[config.mk]
export PLATFORM = sky130hd
export DESIGN_NAME = game_state_engine
export DESIGN_NICKNAME = d
export VERILOG_FILES = /design/src/rtl/game_state_engine.sv
export SDC_FILE = /design/constraint.sdc
export NUM_CORES = 1
export LEC_CHECK = 0
export ABC_AREA = 1
export BUFFER_PORTS_ARGS = -buffer_cell sky130_fd_sc_hd__buf_2
export CORE_ASPECT_RATIO = 0.5
export CORE_MARGIN = 5
export CORE_UTILIZATION = 60
export DETAILED_ROUTE_END_ITERATION = 8
export PLACE_DENSITY_LB_ADDON = 0.2
export SLEW_MARGIN = 20
export SYNTH_ARGS = -nofsm -noshare
export SYNTH_HDL_FRONTEND = slang
export SYNTH_SLANG_ARGS = --single-unit
[constraint.sdc]
create_clock -name clk -period 7.8 [get_ports clk]
set_input_delay 0 -clock clk [delete_from_list [all_inputs] [get_ports clk]]
set_output_delay 0 -clock clk [all_outputs]
set_load 0.02 [all_outputs]
[src/rtl/game_state_engine.sv]
// game_state_engine: run/over state machine for a side-scrolling runner game.
// It handles the BCD score and high score, the scroll speed ramp, the obstacle
// channels with their spawn spacing, and a free-running LFSR that jitters the
// gap between spawns.
module game_state_engine #(
    parameter int unsigned NUM_OBS    = 2,
    parameter int unsigned DIGITS     = 5,
    parameter int unsigned X_W        = 10,
    parameter int unsigned RESPAWN_X  = 640,
    parameter int unsigned SCORE_DIV  = 16,
    parameter int unsigned BASE_SPEED = 2,
    parameter int unsigned MAX_SPEED  = 15,
    parameter int unsigned MIN_GAP    = 200
) (
    input  logic                   clk,
    input  logic                   reset,
    input  logic                   frame_tick,
    input  logic                   start,
    input  logic                   collide,
    output logic [NUM_OBS*X_W-1:0] obs_x,
    output logic [NUM_OBS-1:0]     obs_active,
    output logic [1:0]             state,
    output logic                   game_over,
    output logic [4*DIGITS-1:0]    score_bcd,
    output logic [4*DIGITS-1:0]    high_bcd,
    output logic [3:0]             speed
);

    typedef enum logic [1:0] {
        ST_IDLE = 2'b00,
        ST_RUN  = 2'b01,
        ST_OVER = 2'b10
    } state_t;

    localparam logic [X_W-1:0]         LP_RESPAWN = X_W'(RESPAWN_X);
    localparam logic [NUM_OBS*X_W-1:0] LP_X_ALL   = {NUM_OBS{LP_RESPAWN}};
    localparam logic [3:0]             LP_BASE    = 4'(BASE_SPEED);
    localparam logic [3:0]             LP_MAX     = 4'(MAX_SPEED);

    state_t                   r_state;
    logic                     r_game_over;
    logic [4*DIGITS-1:0]      r_score;
    logic [4*DIGITS-1:0]      r_high;
    logic [3:0]               r_speed;
    logic [15:0]              r_div;
    logic [15:0]              r_cnt;
    logic [NUM_OBS-1:0]       r_act;
    logic [NUM_OBS*X_W-1:0]   r_obs_x;
    logic [15:0]              r_lfsr;

    logic [4*DIGITS-1:0]      w_score_inc;
    logic                     w_carry;
    logic                     w_all9;
    logic                     w_low_roll;
    logic [15:0]              w_div_inc;
    logic                     w_div_wrap;
    logic [15:0]              w_div_next;
    logic [4*DIGITS-1:0]      w_score_next;
    logic [3:0]               w_speed_next;
    logic [NUM_OBS-1:0]       w_act_next;
    logic [NUM_OBS*X_W-1:0]   w_x_next;
    logic [15:0]              w_cnt_dec;
    logic [15:0]              w_cnt_next;
    logic                     w_found;
    logic [X_W-1:0]           w_spd_x;
    logic [15:0]              w_spd_16;

    assign state      = r_state;
    assign game_over  = r_game_over;
    assign score_bcd  = r_score;
    assign high_bcd   = r_high;
    assign speed      = r_speed;
    assign obs_active = r_act;
    assign obs_x      = r_obs_x;

    assign w_spd_x  = X_W'(r_speed);
    assign w_spd_16 = 16'(r_speed);

    // Score: BCD increment with per-digit carry, saturation detect, and 99->00 roll of the low two digits
    always_comb begin
        w_score_inc = r_score;
        w_carry     = 1'b1;
        w_all9      = 1'b1;
        w_low_roll  = 1'b1;
        for (int unsigned d = 0; d < DIGITS; d++) begin
            if (r_score[d*4 +: 4] != 4'd9) w_all9 = 1'b0;
            if (w_carry) begin
                if (r_score[d*4 +: 4] == 4'd9) begin
                    w_score_inc[d*4 +: 4] = 4'd0;
                end else begin
                    w_score_inc[d*4 +: 4] = r_score[d*4 +: 4] + 4'd1;
                    w_carry               = 1'b0;
                end
            end
        end
        for (int unsigned d = 0; d < 2; d++) begin
            if (d >= DIGITS) w_low_roll = 1'b0;
            else if (r_score[d*4 +: 4] != 4'd9) w_low_roll = 1'b0;
        end
        w_div_inc    = r_div + 16'd1;
        w_div_wrap   = (w_div_inc == 16'(SCORE_DIV));
        w_div_next   = w_div_wrap ? 16'd0 : w_div_inc;
        w_score_next = (w_div_wrap && !w_all9) ? w_score_inc : r_score;
        w_speed_next = (w_div_wrap && !w_all9 && w_low_roll && (r_speed < LP_MAX))
                       ? r_speed + 4'd1 : r_speed;
    end

    // Obstacles: move or retire active channels, then spawn into the lowest channel that was already free
    always_comb begin
        w_act_next = r_act;
        w_x_next   = r_obs_x;
        w_found    = 1'b0;
        for (int unsigned i = 0; i < NUM_OBS; i++) begin
            if (r_act[i]) begin
                if (r_obs_x[i*X_W +: X_W] < w_spd_x) begin
                    w_act_next[i]          = 1'b0;
                    w_x_next[i*X_W +: X_W] = LP_RESPAWN;
                end else begin
                    w_x_next[i*X_W +: X_W] = r_obs_x[i*X_W +: X_W] - w_spd_x;
                end
            end
        end
        w_cnt_dec  = (r_cnt > w_spd_16) ? r_cnt - w_spd_16 : 16'd0;
        w_cnt_next = w_cnt_dec;
        if (w_cnt_dec == 16'd0) begin
            // eligibility uses r_act, so a channel retiring this frame cannot respawn in the same frame
            for (int unsigned i = 0; i < NUM_OBS; i++) begin
                if (!r_act[i] && !w_found) begin
                    w_found                = 1'b1;
                    w_act_next[i]          = 1'b1;
                    w_x_next[i*X_W +: X_W] = LP_RESPAWN;
                end
            end
            if (w_found) w_cnt_next = 16'(MIN_GAP) + 16'(r_lfsr[6:0]);
        end
    end

    // Game FSM with registered outputs; collide takes priority over frame_tick in RUN
    always_ff @(posedge clk or negedge reset) begin
        if (!reset) begin
            r_state     <= ST_IDLE;
            r_game_over <= 1'b0;
            r_score     <= '0;
            r_high      <= '0;
            r_speed     <= LP_BASE;
            r_div       <= '0;
            r_cnt       <= '0;
            r_act       <= '0;
            r_obs_x     <= LP_X_ALL;
        end else begin
            case (r_state)
                ST_IDLE, ST_OVER: begin
                    if (start) begin
                        r_state     <= ST_RUN;
                        r_game_over <= 1'b0;
                        r_score     <= '0;
                        r_speed     <= LP_BASE;
                        r_div       <= '0;
                        r_cnt       <= '0;
                        r_act       <= '0;
                        r_obs_x     <= LP_X_ALL;
                    end
                end
                ST_RUN: begin
                    if (collide) begin
                        r_state     <= ST_OVER;
                        r_game_over <= 1'b1;
                        if (r_score > r_high) r_high <= r_score;
                    end else if (frame_tick) begin
                        r_score <= w_score_next;
                        r_speed <= w_speed_next;
                        r_div   <= w_div_next;
                        r_cnt   <= w_cnt_next;
                        r_act   <= w_act_next;
                        r_obs_x <= w_x_next;
                    end
                end
                default: begin
                    r_state     <= ST_IDLE;
                    r_game_over <= 1'b0;
                end
            endcase
        end
    end

    // Spawn-gap LFSR: Fibonacci taps 16,14,13,11, free-running in every state
    always_ff @(posedge clk or negedge reset) begin
        if (!reset) r_lfsr <= 16'hACE1;
        else        r_lfsr <= {r_lfsr[14:0], r_lfsr[15] ^ r_lfsr[13] ^ r_lfsr[12] ^ r_lfsr[10]};
    end

endmodule

==> metrics.md, run 1 <==
| Metric | Value |
|---|---|
| DR iter-0 viols | 769 |
| Layout Utilization | about 72% |
| Clk pin slew, worst setup/hold paths | roughly 0.06 ns |
| Number of global-route vias before repair | 6678 |
| Pint | 1.74 mW |
| Die area | 14900 um^2 |
| Fmax | 311 MHz |
| CP startpoint | state[1]$_DFFE_PN0P_ |
| Status | finished, final reports clean |
| Worst-Margin Slew | 0.762 ns |
| GPL Wtd Cong | about 0.9 |
| Via density | 5.59 |
| Setup TNS | 0 ns |
| Leakage power | 4.49 nW |
| Num Clock Sinks | 116 |
| Max H-tree Level | 4 |
| Clk_lat worst skew | ~0.42 ns |
| Area leader, netlist | dfrtp_1 |
| Slew Limit Fails | 0 |
| Drc violations | 0 |
| Yosys top cell area share | 34.5% |
| EDFF count, synth | 0 |
| Tot Pwr | approximately 3.3 mW |
| Diode count | 0 |
| CP max FO | 32 |
| Reg2reg setup slack | 4.58 ns |
| Syn Inst Count | 993 |
| Min Tclk post-route | 3.22 ns |
| Unrepaired setup endpoints after global routing | false |
| Critical path data arrival time | around 3.5 ns |
| Nets | 1123 |
| Hold Slack | 0.154 ns |
| Max Cap Violations | 0 |
| Die Span Y | 88.9 um |
| Starting Density | 62.3% |
| First-pass GRT wire length | about 31000 um |
| Global route hottest layer | met2 |
| Hold Crit Class | in2reg |
| Met3 GRT Util | 5.67% |
| Avg Cell Area, Syn | 7.51 um^2 |
| Synth Register Bits | 116 |
| Port Buf Inserts | 73 |
| Comb power frac | 48.7% |
| Psw | 1.51 mW |
| Met2 GRT Util | 44.0% |
| Area grow syn2layout | 15.8% |
| End point of the critical path | r_div[7]$_DFFE_PN0P_ |
| Final Hold Viols | 0 |
| Num rows | 28 |
| Final WL | 18000 um |
| Final Cycle Share | 41.2% |
| Yosys Warn Count | 0 |
| CTS tree | yes |
| Peak VDD IR | around 0.20 mV |
| Clock Power Share | 26.1% |
| Net count after synthesis | 1046 |
| Leading post-synthesis cells by cell area | dfrtp_1, nand2_1, ha_1 |
| Reg2reg start | state[1]$_DFFE_PN0P_ |
| Fill cells | 916 |
| Share of layout cells above drive strength 1 | 15.3% |
| Average wire per standard cell | 14.4 um |
| Total track usage | 25.7% |
| WP data required | approximately 8.1 ns |
| Post-DRT Antenna Nets | 0 |
| Cell variety after synth | 42 |
| Via Count | approximately 7000 |
| CP startpoint kind | flip-flop |
| Multi-input gate area | 3920 um^2 |
| Async set or reset register ratio after synthesis | 100% |
| Worst Path Class, Setup | reg2reg |
| Ys flop type | dfrtp_1 |
| Reg-to-reg endpoint | r_div[7]$_DFFE_PN0P_ |
| Largest net degree at the start of global routing | 63 |
| Clock Tree Root | clkbuf_16 |
| Mapped Area | around 7500 um^2 |
| CP endpoint kind | flip-flop |
| Net Sw Frac | around 46% |
| Global route overflow | 0 |
| Total CTS buffers | 17 |
| Maximum clock insertion buffer count | 2 |
| Pwr Density | around 380 nW/um^2 |
| Sequential area share after synthesis | 39.1% |
| Die Wd | 168 um |
| Seq pwr share | about a quarter |
| Final Skew | 0.0107 ns |
| Max_slew headroom | a little under 50% |
| CORE AREA | approximately 12000 um^2 |
| Ports | 74 |
| Count of final setup violators | 0 |
| Post-CTS Setup Bufs | 0 |
| Hold_sp | frame_tick |
| Reg2reg path depth | 11 |
| Initial antenna violation count | 0 |
| Met1 usage | 32.7% |
| Initial DRT Pass Iterations | 5 |
| FF+latch area | 2920 um^2 |
| DP HPWL | 12800 um |
==> layout by cell type (no fill, tap or decap), types with 4 or more instances in the layout <==
master | Yosys | routed
nand2_1 | 258 | 258
nand2_2 | 6 | 6
nor2_4 | 6 | 6
a31oi_1 | 4 | 4
clkbuf_16 | 0 | 17
nand3_1 | 98 | 98
xor2_1 | 16 | 16
xnor2_1 | 8 | 8
buf_4 | 2 | 6
a21oi_1 | 22 | 22
buf_2 | 7 | 72
o21ai_1 | 12 | 12
nand3_2 | 9 | 9
dfrtp_1 | 103 | 103
o22ai_1 | 13 | 13
nor2_1 | 102 | 100
nor4_1 | 5 | 5
nor3_1 | 6 | 6
nor2_2 | 5 | 7
ha_1 | 45 | 45
o21ai_0 | 52 | 51
dlygate4sd3_1 | 0 | 4
dfstp_2 | 13 | 13
nand4_1 | 28 | 28
inv_1 | 131 | 131
bufinv_16 | 0 | 4
==> worst max-delay path, stage by stage (launching register included) <==
cell and delay (ns):
dfrtp_1 0.41, nor2_2 0.55, inv_1 0.46, or2_0 0.32
nand2_1 0.09, nor2_2 0.04, buf_4 0.25, inv_1 0.13
nor2_2 0.04, buf_4 0.26, inv_1 0.35, o22ai_1 0.15
==> cells in the mapped netlist (all sizes together), types with 6 or more instances <==
cell	count
a21oi	24
buf	13
clkbuf	11
dfrtp	103
dfstp	13
ha	45
inv	133
nand2	265
nand3	110
nand4	29
nor2	115
nor3	6
o21ai	65
o22ai	13
xnor2	8
xor2	16
==> timing repair <==
item	CTS	global route
hold buffers	4	0
resized for setup	0	0
hold endpoints to repair	46	0
setup endpoints to repair	0	0
==> routing by layer <==
metal / share of wire [%] / vias to the layer above
li1: - / 3384
met1: 44 / 3283
met2: 47 / 273
met3: 7.0 / 39
met4: 2.1 / 0
met5: 0 / -
==> through the flow <==
| step | instance area, um^2 | worst slack [ns] | std cells |
|---|---|---|---|
| global route | 8640 | 4.30 | 1248 |
| finish | 8640 | 4.58 | 1248 |
| global placement | 7950 | 4.81 | 1212 |
| CTS | 8640 | 4.60 | 1248 |
| detailed placement | 7950 | 4.68 | 1212 |
| floorplan | 7460 | 5.21 | 993 |
==> power groups by stage <==
stage | Sequential, mW | Clock, mW | Combinational, mW
after global routing | 0.832 | 0.895 | 1.77
after floorplan | 0.873 | 0 | 1.16
after CTS | 0.813 | 0.859 | 1.57
final | 0.816 | 0.850 | 1.58
after global placement | 0.817 | 0 | 1.51
after detailed placement | 0.820 | 0 | 1.55
==> registers in the layout, indices dropped and copies added, names as in the netlist <==
register    cells
high_bcd       20
obs_x          20
score_bcd      20
r_cnt          16
r_div          16
r_lfsr         16
speed           4
obs_active      2
state           2
==> how the worst min path moves through the flow <==
stage / endpoint / slack [ns] / cells after the start
6_report: score_bcd[19]$_DFFE_PN0P_ / 0.15 / 6
2_1_floorplan: high_bcd[0]$_DFFE_PN0P_ / -0.30 / 0
3_5_place_dp: r_lfsr[8]$_DFF_PN0_ / 0.09 / 1
4_1_cts: score_bcd[19]$_DFFE_PN0P_ / 0.14 / 6
3_3_place_gp: r_lfsr[9]$_DFF_PN0_ / 0.08 / 1
5_1_grt: score_bcd[16]$_DFFE_PN0P_ / 0.21 / 6
==> kinds of logic after synthesis <==
group           count (synthesis)  share of synthesized area, %
fa+ha+maj                      48                          8.35
compound gates                110                          8.01
buf+inv                       157                          8.42
simple gates                  538                          33.3
xor+xnor                       24                          2.82
flops                         116                          39.1
==> area by class of cell <==
| class | instances | share of cell area (%) |
|---|---|---|
| tap | 165 | 2.39 |
| sequential | 116 | 33.8 |
| clock buffer | 21 | 5.45 |
| inverter | 133 | 5.78 |
| clock inverter | 11 | 2.01 |
| multi-input combinational | 720 | 45.4 |
| timing repair buffer | 82 | 5.16 |
No activity file was read; power rests on OpenSTA's default activity.
==> inputs of run 2 (changes only) <==
--- a/config.mk
+++ b/config.mk
@@ -9,7 +9,7 @@
 export BUFFER_PORTS_ARGS = -buffer_cell sky130_fd_sc_hd__buf_2
 export CORE_ASPECT_RATIO = 0.5
 export CORE_MARGIN = 5
-export CORE_UTILIZATION = 60
+export CORE_UTILIZATION = 54
 export DETAILED_ROUTE_END_ITERATION = 8
 export PLACE_DENSITY_LB_ADDON = 0.2
 export SLEW_MARGIN = 20
==> constraint.sdc (replaced) <==
create_clock -name clk -period 2.7 [get_ports clk]
set_input_delay 0 -clock clk [delete_from_list [all_inputs] [get_ports clk]]
set_output_delay 0 -clock clk [all_outputs]
set_load 0.02 [all_outputs]
==> metrics.md, run 2 (same netlist as run 1, synthesis figures left out) <==
| Metric | Value |
|---|---|
| Dpl ws | -0.0256 ns |
| CP startpoint kind | flip-flop |
| Final WL | between 15000 and 20000 um |
| Die Span Y | 93.1 um |
| Fmax | 382 MHz |
| Num rows | 30 |
| Max Cap Violations | 0 |
| WP data required | 3.00 ns |
| Placed insts | 1260 |
| Comb power frac | 55.9% |
| Design Area, Final | 9150 um^2 |
| Ports | 74 |
| DR iter-0 viols | 531 |
| Maximum clock insertion buffer count | 2 |
| Slew Limit Fails | 0 |
| Starting Density | 55.1% |
| Critical path data arrival time | 2.92 ns |
| DP HPWL | 13200 um |
| Fin cells | 1314 |
| Commonest non-fill, non-tap cell in the layout | nand2_1 |
| Pwr Density | roughly 1100 nW/um^2 |
| First-pass GRT wire length | 31500 um |
| Clock Tree Root | clkbuf_16 |
| Pint | 5.58 mW |
| Worst-Margin Slew | 0.658 ns |
| Total CTS buffers | 17 |
| Hold Crit Class | in2reg |
| Most frequent cells in the layout | nand2_1, inv_1, dfrtp_1, nor2_1, nand3_1 |
| Total track usage | 23.4% |
| Share of layout cells above drive strength 1 | about 21% |
| Average wire per standard cell | 14.7 um |
| Leakage power | 4.69 nW |
| Clock Power Share | roughly 22% |
| Fin worst setup slack | 0.0841 ns |
| Port Buf Inserts | 73 |
| Drc violations | 0 |
| Via Count | approximately 7100 |
| Diode count | 0 |
| Dpl cell area | a little over 8000 um^2 |
| CTS tree | yes |
| Num Clock Sinks | 116 |
| Via density | 5.37 |
| CP max FO | 8 |
| Worst Path Class, Setup | reg2reg |
| Initial DRT Pass Iterations | 6 |
| Area grow syn2layout | 22.7% |
| Largest net degree at the start of global routing | 52 |
| Clk_lat worst skew | 0.42 ns |
| Layout Utilization | 67.6% |
| Die area | around 16000 um^2 |
| Psw | about 5 mW |
| Initial antenna violation count | 0 |
| Global route overflow | 0 |
| CORE AREA | 13600 um^2 |
| Final Skew | 0.0110 ns |
| Die Wd | 176 um |
| GPL Wtd Cong | 0.834 |
| Post-DRT Antenna Nets | 0 |
| CP endpoint kind | flip-flop |
| Final Cycle Share | a little over nine tenths |
| Status | finished, final reports clean |
| Hold Slack | a little over 0.06 ns |
| Peak VDD IR | 0.876 mV |
| Count of final setup violators | 0 |
| Nets | 1162 |
| Max H-tree Level | 4 |
| Seq pwr share | 22.0% |
| Final Hold Viols | 0 |
| Min Tclk post-route | roughly 2.6 ns |
| Clk pin slew, worst setup/hold paths | 0.06 ns |
| Net Sw Frac | 46.8% |
| Number of global-route vias before repair | around 6700 |
| Max_slew headroom | 56.2% |
[run 2: worst paths after layout]
| kind | start | to | slack [ns] | depth (start not counted) |
|---|---|---|---|---|
| max | speed[1]$_DFFE_PN1P_ | obs_x[0]$_DFFE_PN0P_ | 0.08 | 17 |
| min | collide | state[0]$_DFFE_PN0P_ | 0.06 | 4 |
| max reg2reg | speed[1]$_DFFE_PN1P_ | obs_x[0]$_DFFE_PN0P_ | 0.08 | 17 |
| min reg2reg | r_lfsr[8]$_DFF_PN0_ | r_lfsr[9]$_DFF_PN0_ | 0.35 | 0 |
| max in group asynchronous | reset | r_lfsr[13]$_DFF_PN1_ | 1.75 | 3 |
| min in group asynchronous | reset | speed[0]$_DFFE_PN0P_ | 0.14 | 2 |
[run 2: metal layers]
| layer | vias up | track usage [%] | share of wire, % |
|---|---|---|---|
| met4 | 0 | 6.74 | 1.8 |
| met3 | 46 | 5.05 | 6.0 |
| met5 | - | 0 | 0 |
| met2 | 249 | 40.3 | 48 |
| met1 | 3271 | 30.0 | 44 |
| li1 | 3485 | - | - |
[run 2: power groups by stage]
stage / Combinational, mW / Clock [mW] / Sequential, mW
6_report: 5.85 / 2.32 / 2.31
3_5_place_dp: 4.73 / 0 / 2.32
3_3_place_gp: 4.63 / 0 / 2.31
2_1_floorplan: 3.35 / 0 / 2.52
4_1_cts: 4.85 / 2.35 / 2.29
5_1_grt: 6.42 / 2.44 / 2.35
[run 2: worst max-delay path, stage by stage, from the launching register on]
cell	delay (ns)
dfstp_2	0.56
buf_4	0.12
fa_2	0.19
inv_2	0.05
nand2_4	0.08
nand2_8	0.08
buf_12	0.15
nand2_4	0.07
nand4_1	0.11
nand3_2	0.12
nand2_1	0.07
nor2_2	0.15
nand2_4	0.10
buf_6	0.13
nor2_4	0.22
nand3_1	0.12
nand3_1	0.09
o21ai_1	0.06
[run 2: final cells by class]
type	count	area [um^2]
clock buffers	20	447
clock inverters	12	155
fillers	1088	4400
inverters	133	499
multi-input cells	725	4150
flip-flops and latches	116	2920
well taps	192	240
repair buffers	116	739
[run 2: metrics by stage]
stage	power (mW)	TNS, ns
after floorplan	5.87	0
after detailed placement	7.05	-0.0691
after global placement	6.94	0
final	10.5	0
after CTS	9.49	0
after global routing	11.2	-0.406
[run 2: repair_timing]
item / CTS / global route
resized for setup: 1 / 40
buffers inserted: 1 / 13
hold endpoints to repair: 45 / 0
hold buffers: 3 / 0
endpoints found under the setup margin: 6 / 31
pin swaps: 0 / 17
cloned: 2 / 3
